### src/rtl/sound_pkg.sv
`default_nettype none
// ============================================================================
//  Module      : sound_pkg
//  Description : Sound codes, per-code durations, urgency test and scheduler
//                state encoding shared by the sound scheduler files.
//  Revision    : 1.0 - initial release
// ============================================================================
package sound_pkg;

    localparam logic [2:0] SND_NONE    = 3'd0;
    localparam logic [2:0] SND_SELECT  = 3'd1;
    localparam logic [2:0] SND_MOVE    = 3'd2;
    localparam logic [2:0] SND_CAPTURE = 3'd3;
    localparam logic [2:0] SND_CHECK   = 3'd4;
    localparam logic [2:0] SND_ILLEGAL = 3'd5;
    localparam logic [2:0] SND_WIN     = 3'd6;
    localparam logic [2:0] SND_MENU    = 3'd7;

    typedef enum logic [1:0] {
        ST_IDLE = 2'd0,
        ST_PLAY = 2'd1,
        ST_GAP  = 2'd2
    } state_t;

    // Length of each sound in milliseconds
    function automatic int unsigned dur_ms(input logic [2:0] code);
        case (code)
            SND_SELECT:  dur_ms = 60;
            SND_MOVE:    dur_ms = 120;
            SND_CAPTURE: dur_ms = 200;
            SND_CHECK:   dur_ms = 300;
            SND_ILLEGAL: dur_ms = 80;
            SND_WIN:     dur_ms = 1000;
            SND_MENU:    dur_ms = 60;
            default:     dur_ms = 0;
        endcase
    endfunction

    // Urgent codes cut off the current sound and discard the backlog
    function automatic logic is_urgent(input logic [2:0] code);
        return (code == SND_CHECK) || (code == SND_WIN);
    endfunction

endpackage
`default_nettype wire

### src/rtl/sound_fifo.sv
`default_nettype none
// ============================================================================
//  Module      : sound_fifo
//  Description : Small synchronous FIFO of sound codes. 'clr' empties it;
//                'load' empties it and leaves din as the single entry.
//  Revision    : 1.0 - initial release
// ============================================================================
module sound_fifo #(
    parameter int WIDTH = 3,
    parameter int DEPTH = 4
) (
    input  logic                       clk,
    input  logic                       rstn,
    input  logic                       clr,
    input  logic                       load,
    input  logic                       push,
    input  logic                       pop,
    input  logic [WIDTH-1:0]           din,
    output logic [WIDTH-1:0]           dout,
    output logic [$clog2(DEPTH+1)-1:0] count,
    output logic                       full,
    output logic                       empty
);
    import sound_pkg::*;

    localparam int c_PTR_W = $clog2(DEPTH);
    localparam int c_CNT_W = $clog2(DEPTH + 1);

    logic [WIDTH-1:0]   r_mem [DEPTH];
    logic [c_PTR_W-1:0] r_rd;
    logic [c_PTR_W-1:0] r_wr;
    logic [c_CNT_W-1:0] r_count;

    logic w_push_ok;
    logic w_pop_ok;
    logic w_load_ok;

    assign full      = (r_count == c_CNT_W'(DEPTH));
    assign empty     = (r_count == '0);
    assign count     = r_count;
    assign dout      = r_mem[r_rd];
    assign w_push_ok = push && !full;
    assign w_pop_ok  = pop && !empty;
    assign w_load_ok = load && !clr;

    // Pointer/count/storage update; clear (or clear-and-load) overrides push/pop
    always_ff @(posedge clk or negedge rstn) begin
        if (!rstn) begin
            r_rd    <= '0;
            r_wr    <= '0;
            r_count <= '0;
            for (int i = 0; i < DEPTH; i++) begin
                r_mem[i] <= '0;
            end
        end else if (clr || load) begin
            r_rd    <= '0;
            r_wr    <= w_load_ok ? c_PTR_W'(1) : '0;
            r_count <= w_load_ok ? c_CNT_W'(1) : '0;
            if (w_load_ok) begin
                r_mem[0] <= din;
            end
        end else begin
            if (w_push_ok) begin
                r_mem[r_wr] <= din;
                r_wr        <= r_wr + c_PTR_W'(1);
            end
            if (w_pop_ok) begin
                r_rd <= r_rd + c_PTR_W'(1);
            end
            if (w_push_ok && !w_pop_ok) begin
                r_count <= r_count + c_CNT_W'(1);
            end else if (w_pop_ok && !w_push_ok) begin
                r_count <= r_count - c_CNT_W'(1);
            end
        end
    end

endmodule
`default_nettype wire

### src/rtl/sound_scheduler.sv
`default_nettype none
// ============================================================================
//  Module      : sound_scheduler
//  Description : Queues one-shot sound requests and plays them one at a time
//                on the shared tone player, each for its fixed duration and
//                followed by a silent gap. Urgent codes preempt.
//  Revision    : 1.0 - initial release
// ============================================================================
module sound_scheduler #(
    parameter int TICK_DIV   = 100000,
    parameter int FIFO_DEPTH = 4,
    parameter int GAP_MS     = 20
) (
    input  logic       clk,
    input  logic       rstn,
    input  logic       req_valid,
    input  logic [2:0] req_code,
    input  logic       flush,
    input  logic       mute,
    output logic       play_sound,
    output logic [2:0] tone_code,
    output logic       busy,
    output logic       dropped,
    output logic [2:0] fifo_count
);
    import sound_pkg::*;

    localparam int c_TIMER_W = $clog2(1000 * TICK_DIV);
    localparam int c_CNT_W   = $clog2(FIFO_DEPTH + 1);
    localparam logic [c_TIMER_W-1:0] c_GAP_LOAD = c_TIMER_W'(GAP_MS * TICK_DIV - 1);

    state_t               r_state;
    logic [c_TIMER_W-1:0] r_timer;
    logic                 r_play;
    logic [2:0]           r_tone;
    logic                 r_dropped;

    logic [2:0]           w_head;
    logic [c_CNT_W-1:0]   w_count;
    logic                 w_full;
    logic                 w_empty;
    logic                 w_accept;
    logic                 w_cur_urgent;
    logic                 w_preempt;
    logic                 w_normal;
    logic                 w_push;
    logic                 w_drop;
    logic                 w_pop;

    // Request classification: flush swallows any simultaneous request
    assign w_accept     = req_valid && (req_code != SND_NONE) && !flush;
    assign w_cur_urgent = (r_state == ST_PLAY) && is_urgent(r_tone);
    assign w_preempt    = w_accept && is_urgent(req_code) && !w_cur_urgent;
    assign w_normal     = w_accept && !w_preempt;
    assign w_push       = w_normal && !w_full;
    assign w_drop       = w_normal && w_full;
    // An urgent load in IDLE replaces the head, so hold off the pop that cycle
    assign w_pop        = (r_state == ST_IDLE) && !w_empty && !flush && !w_preempt;

    sound_fifo #(
        .WIDTH (3),
        .DEPTH (FIFO_DEPTH)
    ) u_fifo (
        .clk   (clk),
        .rstn  (rstn),
        .clr   (flush),
        .load  (w_preempt),
        .push  (w_push),
        .pop   (w_pop),
        .din   (req_code),
        .dout  (w_head),
        .count (w_count),
        .full  (w_full),
        .empty (w_empty)
    );

    assign play_sound = r_play & ~mute;
    assign tone_code  = r_tone;
    assign dropped    = r_dropped;
    assign fifo_count = 3'(w_count);
    assign busy       = (r_state != ST_IDLE) || (w_count != '0);

    // Playback sequencer: IDLE pops, PLAY times the sound, GAP times the silence
    always_ff @(posedge clk or negedge rstn) begin
        if (!rstn) begin
            r_state   <= ST_IDLE;
            r_timer   <= '0;
            r_play    <= 1'b0;
            r_tone    <= SND_NONE;
            r_dropped <= 1'b0;
        end else begin
            r_dropped <= w_drop;
            if (flush) begin
                r_state <= ST_IDLE;
                r_timer <= '0;
                r_play  <= 1'b0;
                r_tone  <= SND_NONE;
            end else begin
                case (r_state)
                    ST_IDLE: begin
                        if (w_pop) begin
                            r_state <= ST_PLAY;
                            r_play  <= 1'b1;
                            r_tone  <= w_head;
                            r_timer <= c_TIMER_W'(dur_ms(w_head) * TICK_DIV - 1);
                        end
                    end
                    ST_PLAY: begin
                        if (w_preempt || (r_timer == '0)) begin
                            r_state <= ST_GAP;
                            r_play  <= 1'b0;
                            r_timer <= c_GAP_LOAD;
                        end else begin
                            r_timer <= r_timer - c_TIMER_W'(1);
                        end
                    end
                    ST_GAP: begin
                        if (r_timer == '0) begin
                            r_state <= ST_IDLE;
                        end else begin
                            r_timer <= r_timer - c_TIMER_W'(1);
                        end
                    end
                    default: begin
                        r_state <= ST_IDLE;
                        r_play  <= 1'b0;
                    end
                endcase
            end
        end
    end

endmodule
`default_nettype wire

### config.mk
export PLATFORM = sky130hd
export DESIGN_NAME = sound_scheduler
export DESIGN_NICKNAME = d
export VERILOG_FILES = /design/src/rtl/sound_pkg.sv /design/src/rtl/sound_fifo.sv /design/src/rtl/sound_scheduler.sv
export SDC_FILE = /design/constraint.sdc
export NUM_CORES = 1
export LEC_CHECK = 0
export CORE_MARGIN = 2
export CORE_UTILIZATION = 66
export DETAILED_ROUTE_END_ITERATION = 8
export DONT_BUFFER_PORTS = 1
export PLACE_DENSITY = 0.81
export SETUP_SLACK_MARGIN = 0.4
export SYNTH_ARGS = -nofsm -noshare
export SYNTH_HDL_FRONTEND = slang
export SYNTH_SLANG_ARGS = --single-unit
### constraint.sdc
create_clock -name clk -period 7.5 [get_ports clk]
set_input_delay 0.75 -clock clk [delete_from_list [all_inputs] [get_ports clk]]
set_output_delay 0.75 -clock clk [all_outputs]
set_load 0.1 [all_outputs]
==> results by stage <==
Yosys:
- The multiplexer share of the synthesized area is under 10%.
- The number of different library cells used by synthesis comes to 68.
- The leading register cell type out of synthesis is dfrtp_1.
- The post-synthesis net count is 719.
- Summing the areas of all compound-gate instances in the mapped netlist gives approximately 17% of the synthesized area.
- The synthesized-area fraction occupied by adder cells is between 10% and 20%.
- Of all cell types, the one taking the most synthesized area is dfrtp_1.
- Summing the areas of all and, or, nand and nor instances in the mapped netlist gives between 20% and 30% of the synthesized area.
- The async set-or-reset flop fraction in the synthesized netlist is 100%.
- In this run, synthesis inferred 0 flip-flops with an integrated enable.
- The count of warnings emitted by yosys is 0.
- The xor-xnor portion of the synthesized cell area is slightly above 6%.
- By area, the combinational part of the netlist is dominated by simple AND/OR/NAND/NOR gates.
- By area the synthesized netlist is led by dfrtp_1, ha_1, fa_1.
- The cell area after technology mapping is 5410 sq um.
- Synthesis inferred 53 register bits.
- The average instance area after synthesis is about 8.5 sq um.
- Summing the sequential cell areas from Yosys gives between 20% and 30% of the chip area.
- In this run the biggest area consumer among cell types represents about a quarter of the synthesized area.
- Synthesis produced a netlist whose cell count is 634.

Outcome:
- The flow ran to the end, and the final reports show no timing, DRC or antenna violations.

Global routing:
- The wire length of the first global-routing pass is between 20,000 and 25,000 um.
- Entering global routing, the biggest net connects between 50 and 60 pins.
- The initial antenna violation count was 0.
- In the global route stage, overall resource usage came out at a little over 30%.
- The aggregate global routing overflow is 0.
- The via count of the first global-routing pass was around 4,600.

Worst setup path:
- Together, buffers and inverters on the worst path number 3.
- STA classifies the critical path startpoint as a flop.
- The kind of cell adding the most delay to the critical path is adder cells.
- For this run, the slowest stage of the critical path takes 0.76 ns.
- The cell repeated most along the worst path is ha_1.
- The critical path is of the reg2reg type.
- STA classifies the critical path endpoint as a flop.
- The critical path's slowest cell is a2111oi_0.
- At the worst endpoint, the required time is just under 8 ns.
- Data arrives at the worst endpoint at 6.68 ns.
- The critical path goes through mux4_2 > nand2_1 > nand3_1 > nand2_1 > inv_2 > ha_1 > ha_1 > fa_1 > ha_1 > inv_1 > fa_1 > inv_1 > ha_1 > and4_1 > or3_4 > a2111oi_0 > and3_1 > and3b_1 > xnor2_1 > o22ai_1.
- The highest fanout seen on the critical path is 13.

Clocking:
- At the later pin of the worst-skew pair, clock insertion delay measures 0.33 ns.
- TritonCTS built the clock tree.
- The TritonCTS buffer count is 5.
- Clock tree synthesis found a total of 53 sinks.
- The number of gates resized after CTS was 0.
- The number of hold buffers added after CTS is 0.
- The worst-case clock buffer depth is 2.
- The number of H-tree branching levels is 2.
- The cell sitting at the root of the clock tree is a clkbuf_8.
- The clock transition time at the flip-flop clock pins of the worst setup and hold paths is approximately 0.11 ns.
- Buffers added to address setup during post-CTS repair amount to 0.

Timing:
- Setup repair after global routing left no endpoint under its margin.
- The worst path uses between 80 and 90% of the clock period.
- The final number of setup-violating endpoints is 0.
- The final count of hold timing violations is 0.
- At the pin with the least slew margin, the transition time is between 1 and 1.5 ns.
- The count of pins over their slew limit was 0.
- Between clock sinks in the finished design, the worst skew comes to roughly 0.011 ns.
- The post-route worst setup slack is 1.04 ns.
- The setup TNS is 0 ns.
- The relative slew slack is between 20% and 30%.
- Derived from the worst setup path, the maximum achievable clock frequency is 155 MHz.
- The worst path in the final design needs a cycle of approximately 6.5 ns, including I/O delays and setup.

Final layout:
- The area growth from synthesis to layout is 2.31%.
- After routing the design area is 5530 sq um.
- The fraction of the core area covered by cells at the end of the flow is 68.4%.
- The share of final-layout standard cells stronger than drive strength 1 is under 10%.
- For this run, the post-layout net count is about 700.
- The antenna diode instance count is 0.
- The fill cell instance count of the final layout is 652.

Routing:
- After the first detailed-routing iteration, the DRC count stood at between 300 and 400.
- After detailed routing, the total wire length is around 13,000 um.
- The number of iterations in the first detailed-routing pass is 5.
- Once detail routing completed, the nets flagged for antenna violations numbered 0.
- The routed via count divided by cell count is about 6.6.
- The DRC violation count after routing is 0.
- The total vias in the final route is roughly 4,800.
- In the final routed layout, each cell accounts on average for approximately 19 um.

Placed design:
- Before CTS, the worst setup slack after placement is between 1 and 1.5 ns.
- The half-perimeter wire length after detailed placement is a little over 10,000 um.
- In this run the cell area measured after placement is about 5400 sq um.
- The weighted congestion reported at the end of routability-driven placement is ~0.96.
- The count of buffers added on input and output ports is 0.

Floorplan:
- The vertical die dimension is roughly 95 um.
- The boundary pin count is 17.
- Once the floorplan was initialized, standard cells occupied 66.8% of the core.
- The die width is about 95 um.
- The die covers 8930 sq um.
- After floorplanning, the core was sized to cover 8090 sq um.
- The row count is 33.

Min path:
- The class of the most critical hold timing path is in2async.

Flow run:
- The max capacitance violation total is 0.
-- per-layer routing --
layer,vias up,global-route usage (%),wire length (um)
met5,-,0,0
met4,0,9.42,252
met3,27,4.55,819
met2,194,54.9,6620
met1,2298,39.4,5740
li1,2231,-,-
-- cells in the final DEF (no fill, tap or decap), types with 8 or more instances in the layout --
cell,Yosys,final
ha_1,65,65
inv_1,60,60
nor2_1,58,58
dfrtp_1,53,53
nand2_1,51,51
o21ai_0,45,45
xnor2_1,27,27
a21oi_1,25,25
nor3_1,17,17
nand3_1,16,16
mux2_2,14,14
fa_1,12,12
xor2_1,11,11
nor2b_1,10,9
nand3b_1,9,9
a22oi_1,8,8
-- flip-flops by register name (all words and copies together), names as in the netlist --
signal and count:
r_timer 27, u_fifo.count 3, u_fifo.r_rd 2, r_state 2
tone_code 3, dropped 1, u_fifo.r_mem 12, u_fifo.r_wr 2
r_play 1
-- cells by family (layout without fill, tap and decap cells) --
logic type	count (synthesis)	in the layout
AND/OR/NAND/NOR	218	218
AO/OA/AOI/OAI	142	142
buffers and inverters	85	69
adder cells (fa/ha/maj)	77	77
flip-flops	53	53
XOR/XNOR	38	38
multiplexers	21	21
-- synthesized netlist by cell type (all sizes together), types with 5 or more instances --
master and n:
xor2 11, a22oi 8, ha 65, or2 6, a211oi 9, nand3b 9
dfrtp 53, o31ai 7, nor3 17, nand3 16, inv 61, nor4 12
nand2 51, o21ai 48, a21oi 25, mux2 14, clkbuf 20, xnor2 27
nor2 59, and2 7, or3 6, nand4 5, o22ai 6, fa 12
nor2b 10, a32oi 7
-- worst paths after layout --
path	start	to	slack [ns]	depth (start not counted)
min reg2reg	u_fifo.r_mem[2]	u_fifo.r_mem[2]	0.53	1
min	rstn	dropped	0.1	0
max	u_fifo.r_rd[0]	r_timer[23]	1.04	20
max in group asynchronous	rstn	r_timer[11]	7.31	0
max reg2reg	u_fifo.r_rd[0]	r_timer[23]	1.04	20
min in group clk	flush	r_timer[0]	0.47	1
-- final cells by class --
| class | count | area (sq um) | area share (%) |
|---|---|---|---|
| clock inverter | 3 | 28.8 | 0.520 |
| multi-input combinational | 496 | 3750 | 67.7 |
| inverter | 61 | 229 | 4.14 |
| tap | 105 | 131 | 2.38 |
| clock buffer | 5 | 68.8 | 1.24 |
| sequential | 53 | 1330 | 24.0 |
-- stage by stage --
stage | std cells | hold WS [ns]
after floorplan | 634 | 0.454
after global placement | 715 | 0.455
after detailed placement | 715 | 0.456
after CTS | 723 | 0.103
after global routing | 723 | 0.0750
final | 723 | 0.0957
Power is not shown: default switching activity piles up to over one toggle a cycle in this logic, so the estimate is an artifact.
